$ cat config.mk
export PLATFORM = sky130hd
export DESIGN_NAME = ntsc_timing_gen
export DESIGN_NICKNAME = d
export VERILOG_FILES = /design/src/rtl/ntsc_timing_gen.sv
export SDC_FILE = /design/constraint.sdc
export NUM_CORES = 1
export LEC_CHECK = 0
export BUFFER_PORTS_ARGS = -buffer_cell sky130_fd_sc_hd__buf_4
export CORE_MARGIN = 10
export CORE_UTILIZATION = 49
export DETAILED_ROUTE_END_ITERATION = 12
export PLACE_DENSITY = 0.75
export SKIP_CTS_REPAIR_TIMING = 1
export SYNTH_ARGS = -nofsm -noshare
export SYNTH_HDL_FRONTEND = slang
export SYNTH_SLANG_ARGS = --single-unit
$ cat constraint.sdc
create_clock -name clk -period 2.05 [get_ports clk]
set_clock_uncertainty 0.15 [all_clocks]
set_input_delay 0.205 -clock clk [delete_from_list [all_inputs] [get_ports clk]]
set_output_delay 0.205 -clock clk [all_outputs]
set_load 0.02 [all_outputs]
$ cat src/rtl/ntsc_timing_gen.sv
// ntsc_timing_gen: monochrome 262-line progressive NTSC raster generator.
// Drives a 4-bit resistor-ladder DAC with sync, blank or pixel levels and
// requests pixels from an upstream source while inside the active window.
// Optional build macro NTSC_EQ_PULSES_EN replaces the broad vertical sync on
// lines 0-2 with an RS-170 style interval (equalizing + serrated vsync) on
// lines 0-8.
module ntsc_timing_gen #(
  parameter int         H_TOTAL     = 1016,
  parameter int         H_SYNC      = 75,
  parameter int         H_ACT_START = 160,
  parameter int         H_ACT_LEN   = 832,
  parameter int         V_TOTAL     = 262,
  parameter int         V_ACT_START = 21,
  parameter int         V_ACT_LEN   = 240,
  parameter logic [3:0] SYNC_LEVEL  = 4'd0,
  parameter logic [3:0] BLANK_LEVEL = 4'd4
) (
  input  logic       clk,
  input  logic       reset,
  input  logic [3:0] pix_data,
  output logic       pix_req,
  output logic [9:0] pix_x,
  output logic [8:0] pix_y,
  output logic       hsync,
  output logic       vsync,
  output logic       frame_start,
  output logic [3:0] vdac
);

  localparam logic [9:0] H_LAST      = 10'(H_TOTAL - 1);
  localparam logic [9:0] H_SYNC_END  = 10'(H_SYNC);
  localparam logic [9:0] H_BROAD_END = 10'(H_TOTAL - H_SYNC);
  localparam logic [9:0] H_ACT_S     = 10'(H_ACT_START);
  localparam logic [9:0] H_ACT_E     = 10'(H_ACT_START + H_ACT_LEN);
  localparam logic [8:0] V_LAST      = 9'(V_TOTAL - 1);
  localparam logic [8:0] V_ACT_S     = 9'(V_ACT_START);
  localparam logic [8:0] V_ACT_E     = 9'(V_ACT_START + V_ACT_LEN);

  logic [9:0] h_cnt_q, h_cnt_d;
  logic [8:0] v_cnt_q, v_cnt_d;
  logic       h_last, v_last;
  logic       h_in_act, v_in_act, active;

  logic [3:0] vdac_q, vdac_d;
  logic       hsync_q, hsync_d;
  logic       vsync_q, vsync_d;
  logic       frame_start_q, frame_start_d;
  logic [3:0] pix_level;

  // Vertical-interval decode: whether this line is in the interval, the
  // level it wants at the current h_cnt, and its vsync flag.
  logic       vert_int;
  logic [3:0] vert_level;
  logic       vert_vsync;

  // Counter next-state: explicit terminal compares, no reliance on overflow
  always_comb begin
    h_last  = (h_cnt_q == H_LAST);
    v_last  = (v_cnt_q == V_LAST);
    h_cnt_d = h_cnt_q + 10'd1;
    v_cnt_d = v_cnt_q;
    if (h_last) begin
      h_cnt_d = '0;
      v_cnt_d = v_last ? '0 : v_cnt_q + 9'd1;
    end
  end

  // Active window and pixel coordinates, same cycle as the counters
  always_comb begin
    h_in_act = (h_cnt_q >= H_ACT_S) && (h_cnt_q < H_ACT_E);
    v_in_act = (v_cnt_q >= V_ACT_S) && (v_cnt_q < V_ACT_E);
    // Gating with reset keeps the request low the moment reset is seen,
    // before the counters have been cleared.
    active   = h_in_act && v_in_act && !reset;
    pix_req  = active;
    pix_x    = active ? (h_cnt_q - H_ACT_S) : '0;
    pix_y    = active ? (v_cnt_q - V_ACT_S) : '0;
  end

`ifdef NTSC_EQ_PULSES_EN
  localparam logic [9:0] H2         = 10'(H_TOTAL / 2);
  localparam logic [9:0] EQ_W       = 10'(H_SYNC / 2);
  localparam logic [9:0] H2_EQ_END  = 10'(H_TOTAL / 2 + H_SYNC / 2);
  localparam logic [9:0] H2_GAP_S   = 10'(H_TOTAL / 2 - H_SYNC);

  logic serr_gap;
  logic eq_pulse;

  // RS-170 interval: equalizing pulses on lines 0-2/6-8, serrated vsync on 3-5
  always_comb begin
    vert_int   = (v_cnt_q < 9'd9);
    vert_vsync = (v_cnt_q >= 9'd3) && (v_cnt_q <= 9'd5);
    serr_gap   = ((h_cnt_q >= H2_GAP_S) && (h_cnt_q < H2)) ||
                 (h_cnt_q >= H_BROAD_END);
    eq_pulse   = (h_cnt_q < EQ_W) ||
                 ((h_cnt_q >= H2) && (h_cnt_q < H2_EQ_END));
    if (vert_vsync) begin
      vert_level = serr_gap ? BLANK_LEVEL : SYNC_LEVEL;
    end else begin
      vert_level = eq_pulse ? SYNC_LEVEL : BLANK_LEVEL;
    end
  end

  // The equalizing interval occupies lines 0-8, so active video must start later
  always_ff @(posedge clk) begin
    if (reset) begin
      assert (V_ACT_START >= 9)
        else $error("ntsc_timing_gen: V_ACT_START must be >= 9 with equalizing pulses");
    end
  end
`else
  // Broad-pulse vertical sync on lines 0-2: sync for most of the line
  always_comb begin
    vert_int   = (v_cnt_q < 9'd3);
    vert_vsync = vert_int;
    vert_level = (h_cnt_q < H_BROAD_END) ? SYNC_LEVEL : BLANK_LEVEL;
  end
`endif

  // Output level selection in priority order: vertical interval, hsync,
  // active pixel (clamped so dark codes never look like sync), blank
  always_comb begin
    vdac_d        = BLANK_LEVEL;
    hsync_d       = 1'b0;
    vsync_d       = 1'b0;
    frame_start_d = (h_cnt_q == '0) && (v_cnt_q == '0);
    pix_level     = (pix_data < BLANK_LEVEL) ? BLANK_LEVEL : pix_data;
    if (vert_int) begin
      vdac_d  = vert_level;
      vsync_d = vert_vsync;
    end else if (h_cnt_q < H_SYNC_END) begin
      vdac_d  = SYNC_LEVEL;
      hsync_d = 1'b1;
    end else if (active) begin
      vdac_d  = pix_level;
    end
  end

  // State and registered outputs, synchronous reset aborts mid-line/frame
  always_ff @(posedge clk) begin
    if (reset) begin
      h_cnt_q       <= '0;
      v_cnt_q       <= '0;
      vdac_q        <= BLANK_LEVEL;
      hsync_q       <= 1'b0;
      vsync_q       <= 1'b0;
      frame_start_q <= 1'b0;
    end else begin
      h_cnt_q       <= h_cnt_d;
      v_cnt_q       <= v_cnt_d;
      vdac_q        <= vdac_d;
      hsync_q       <= hsync_d;
      vsync_q       <= vsync_d;
      frame_start_q <= frame_start_d;
    end
  end

  assign vdac        = vdac_q;
  assign hsync       = hsync_q;
  assign vsync       = vsync_q;
  assign frame_start = frame_start_q;

endmodule

# After elaboration in Yosys (flattened, before gate mapping)
# Cells that the tools add are included.
dict set report classes {
  eq_ne 2
  n_addsub 4
  n_reduce_logical 10
  n_lt_le_gt_ge 8
  n_mux 10
}
# op count
set ops {}
lappend ops {{10-bit < comparator (second input constant)} 2}
lappend ops {{9-bit two-way mux} 2}
lappend ops {{4-bit two-way mux} 4}
lappend ops {{10-bit by 1-bit adder with 10-bit output (second input constant)} 1}
lappend ops {{10-bit == test (second input constant)} 1}
lappend ops {{10-bit by 8-bit greater-or-equal comparator with 1-bit output (second input constant)} 1}
lappend ops {{10-bit zero test} 1}
lappend ops {{10-bit by 7-bit < comparator with 1-bit output (second input constant)} 1}
lappend ops {{10-bit two-way mux} 1}
lappend ops {{10-bit by 8-bit subtractor with 10-bit output (second input constant)} 1}
lappend ops {{9-bit by 1-bit adder with 9-bit output (second input constant)} 1}
lappend ops {{9-bit == test (second input constant)} 1}
lappend ops {{9-bit by 5-bit greater-or-equal comparator with 1-bit output (second input constant)} 1}
lappend ops {{9-bit zero test} 1}
lappend ops {{9-bit by 2-bit < comparator with 1-bit output (second input constant)} 1}
lappend ops {{9-bit < comparator (second input constant)} 1}
lappend ops {{9-bit by 5-bit subtractor with 9-bit output (second input constant)} 1}
lappend ops {{1-bit logical AND} 5}
lappend ops {{4-bit by 3-bit < comparator with 1-bit output (second input constant)} 1}
lappend ops {{2-bit OR reduction} 2}
lappend ops {{3-bit two-way mux} 1}
lappend ops {{1-bit two-way mux} 2}
lappend ops {{1-bit zero test} 1}
dict set report word_totals {
  output_inout_bits 27
  ff_bits 26
  elab_cells 40
  input_bits 6
}

# Depth between registers and ports, before layout
dict set report depth {
  depth_word 7
  mapped_depth 9
  ltp_nobuf 8
}

# Worst setup path after synthesis
# Ideal clock, no wire load.
dict set report synth_path {
  path_type {register -> output}
  from {register h_cnt_q[6]}
  to {output pix_y[2]}
  t_arrival_ps 2178
  path_buffers 1
  setup_slack_ps -483
  path_stages_with_launch 9
  required_ps 1695
  path_cell_list {dfxtp_1 > inv_1 > ha_1 > nor4b_2 > nand4_1 > a211o_1 > or3_1 > buf_6 > nor3_1}
}
dict set report synth_via {
  elab_chain_len 5
  word_cells_on_any_way 6
}
# element line
set synth_lines {}
lappend synth_lines {{from (decl)} 39} ;# logic [9:0] h_cnt_q, h_cnt_d;
lappend synth_lines {{from (signal assigned)} 149} ;# h_cnt_q <= h_cnt_d;
lappend synth_lines {{10-bit by 8-bit greater-or-equal comparator with 1-bit output / 10-bit < comparator (equally long branches)} 70} ;# h_in_act = (h_cnt_q >= H_ACT_S) && (h_cnt_q < H_ACT_E);
lappend synth_lines {{1-bit logical AND (*)} 70}
lappend synth_lines {{1-bit logical AND (*) (2 in series)} 74} ;# active = h_in_act && v_in_act && !reset;
lappend synth_lines {{9-bit two-way mux (*)} 77} ;# pix_y = active ? (v_cnt_q - V_ACT_S) : '0;
lappend synth_lines {{to (decl)} 23} ;# output logic [8:0] pix_y,
# Every way passes the cells marked *; elsewhere a longest branch is shown, timed or not.

# Worst setup path after layout
# Same ends and word-level chain as after synthesis.

==> results.cfg <==
[outcome]
status = finished, violations left
violations = setup timing

[placement]
hpwl_um = 3730
post-place-ws_ps = -285
place_area_um2 = 2330
gp_congestion = 0.871
io_buffers = 32

[floorplanning]
rows = 20
dieWidth_um = 77.4
start_util_pct = 52.1
die_h_um = 77.4
coreArea_um2 = 3100
dieArea_um2 = 5990
num_io_pins = 33

[sta]
hold_violations = 0
max_clock_freq_mhz = 353
rsz0062_at_grt = true
final.setup.worst_slack_ps = -784
max_slew_margin_pct = 75.8
fin_setup_tns_ps = -15280
finalCritPeriodShare_pct = 138
drv_slew = 0
finalSetupViolations = 23
worst_pin_slew_ps = 361
period_needed_ps = 2830

[min_path]
min_path_cells = 3
min_from = reset
min_to = vdac[2]
hold_class = in2reg

[setup_path]
reg2regPathDepth = 10
critPathLaunchType = register
r2r-start = h_cnt_q[6]
critPathArrivalTime_ps = 2480
r2r_end = vdac[0]
end_kind = output port
path_class = reg2out
r2r_slack_ps = -240
crit_fanout = 4
required_ps = 1690

[synthesis]
syn_area_per_cell_um2 = 7.88
synth_ff_type = dfxtp_1
yosysTopAreaCellShare_pct = 32.2
async_flop_share_pct = 0
syn_area_um2 = 1620
yosysUniqueCellTypes = 33
yosysTopAreaCell = dfxtp_1
ys_warn_count = 0
netlist_instances = 205
synth.ff_latch_count = 26
synth_common_cells = nor2_1, dfxtp_1, xor2_1, clkbuf_1, nor3_1
synth_edf_count = 0
synthTopCellsByArea = dfxtp_1, nor2_1, ha_1
synth-seq-area-share_pct = 32.2
syn-num-nets = 221
synth_most_common_cell = nor2_1

[cts]
clkLatencyLatePin_ps = 350
htree_levels = 1
numCtsBuffers = 3
path_clk_slew_ps = 160
cts_root_buf = clkbuf_4
cts_tree = built
clock_sinks = 26
clock_path_buffers = 2

[finish]
drive_gt1_share_pct = 43.7
diodes = 0
final_area_um2 = 2580
area_growth_pct = 59.6
layout.nets = 296

[grt]
antenna_found_initial = 0
grt_usage_pct = 15.9
grt_pass1_vias = 1728
gr-total-overflow = 0
grt_start_max_net_pins = 16
grt_pass1_wl_um = 8030

[drt]
via_per_inst = 5.52
ant_nets = 0
initialDrtViolationCount = 200
route.detailed.drc = 0
first_pass_iters = 4
drt_wl_total_um = 5480
via_count = 1782
detail_route.wl_per_cell_um = 17.0

[power_and_ir_drop]
p_leak_uw = 0.00116
p_per_area_nw_per_um2 = 380
irDropWorstVdd_uv = 249

[job]
timing.max_cap.violations = 0
## cell type report
class / count / area (um2)
multi-input combinational: 153 / 1150
fill: 212 / 524
clock inverter: 1 / 30.0
timing repair buffer: 87 / 754
inverter: 9 / 36.3
clock buffer: 3 / 22.5
tap: 44 / 55.1
sequential: 26 / 528
## report_power, final
| part | internal [uW] | switching [uW] |
|---|---|---|
| logic | 41.3 | 45.1 |
| clock network | 198 | 177 |
| registers | 514 | 4.73 |
## metal layers
metal	share of wire, %	GRT usage [%]	routed length [um]	vias to the layer above
li1	-	-	-	829
met1	42	19.6	2290	863
met2	48	25.7	2640	79
met3	7.5	4.03	412	11
met4	2.3	7.12	128	0
met5	0	0	0	-
## critical path, stage by stage, from the launching register on
cell,delay [ps]
dfxtp_2,370
inv_2,80
ha_4,120
nor4b_4,180
nand4_1,130
a211o_1,340
or3_4,400
buf_8,150
nor3_4,210
buf_6,150
## sequential cells by signal, indices dropped and copies added, names as in the netlist
| name | count |
|---|---|
| frame_start | 1 |
| h_cnt_q | 10 |
| hsync | 1 |
| v_cnt_q | 9 |
| vdac | 4 |
| vsync | 1 |
## cell families after synthesis
group                      count (synthesis)  synth area share (%)
muxes                                      1                 0.620
xor gates and xnor gates                  23                  12.5
adders and majority gates                 10                  7.75
AOI/OAI and AO/OA                         15                  5.89
buffers and inverters                     26                  7.75
and+or+nand+nor                          104                  33.3
DFF                                       26                  32.2
## worst max path at each step
| stage | start | endpoint | slack, ps | depth (start not counted) |
|---|---|---|---|---|
| detailed placement | h_cnt_q[6] | pix_y[3] | -290 | 10 |
| global route | h_cnt_q[6] | pix_y[2] | -850 | 9 |
| floorplan | h_cnt_q[6] | pix_x[0] | -190 | 9 |
| CTS | h_cnt_q[6] | pix_y[3] | -720 | 10 |
| finish | h_cnt_q[6] | pix_y[2] | -780 | 9 |
| global placement | v_cnt_q[1] | pix_x[3] | -230 | 10 |
## per-stage QoR
stage               total power, uW  utilization, %  cells  hold slack [ps]
floorplan                       569               -    205              177
global placement                603            75.2    312              279
detailed placement              606            75.2    312              286
CTS                             971            76.9    316            -73.4
global route                   1010            83.1    323             79.4
finish                          980            83.1    323             44.6
## placed cells by master, fill, tap and decap left out, types with 2 or more instances in the layout
cell and count:
nor2_1 27, buf_4 62, xnor2_1 9, nor3_1 8, and2_4 4, nor2b_1 2
ha_1 8, xor2_1 14, inv_1 7, nor4_1 3, dfxtp_2 3, and4_1 2
buf_6 19, dfxtp_1 22, nand2_1 10, nor2_4 10, nand4_1 6, o21a_1 2
a21oi_1 4, o21ai_0 3, or3_4 2, and2_1 3, dlygate4sd3_1 4, nor4b_4 2
clkbuf_4 3, nand3_1 6, nand4b_1 3, and3_1 6, nor3_4 3
(Power assumes the default switching activity.)
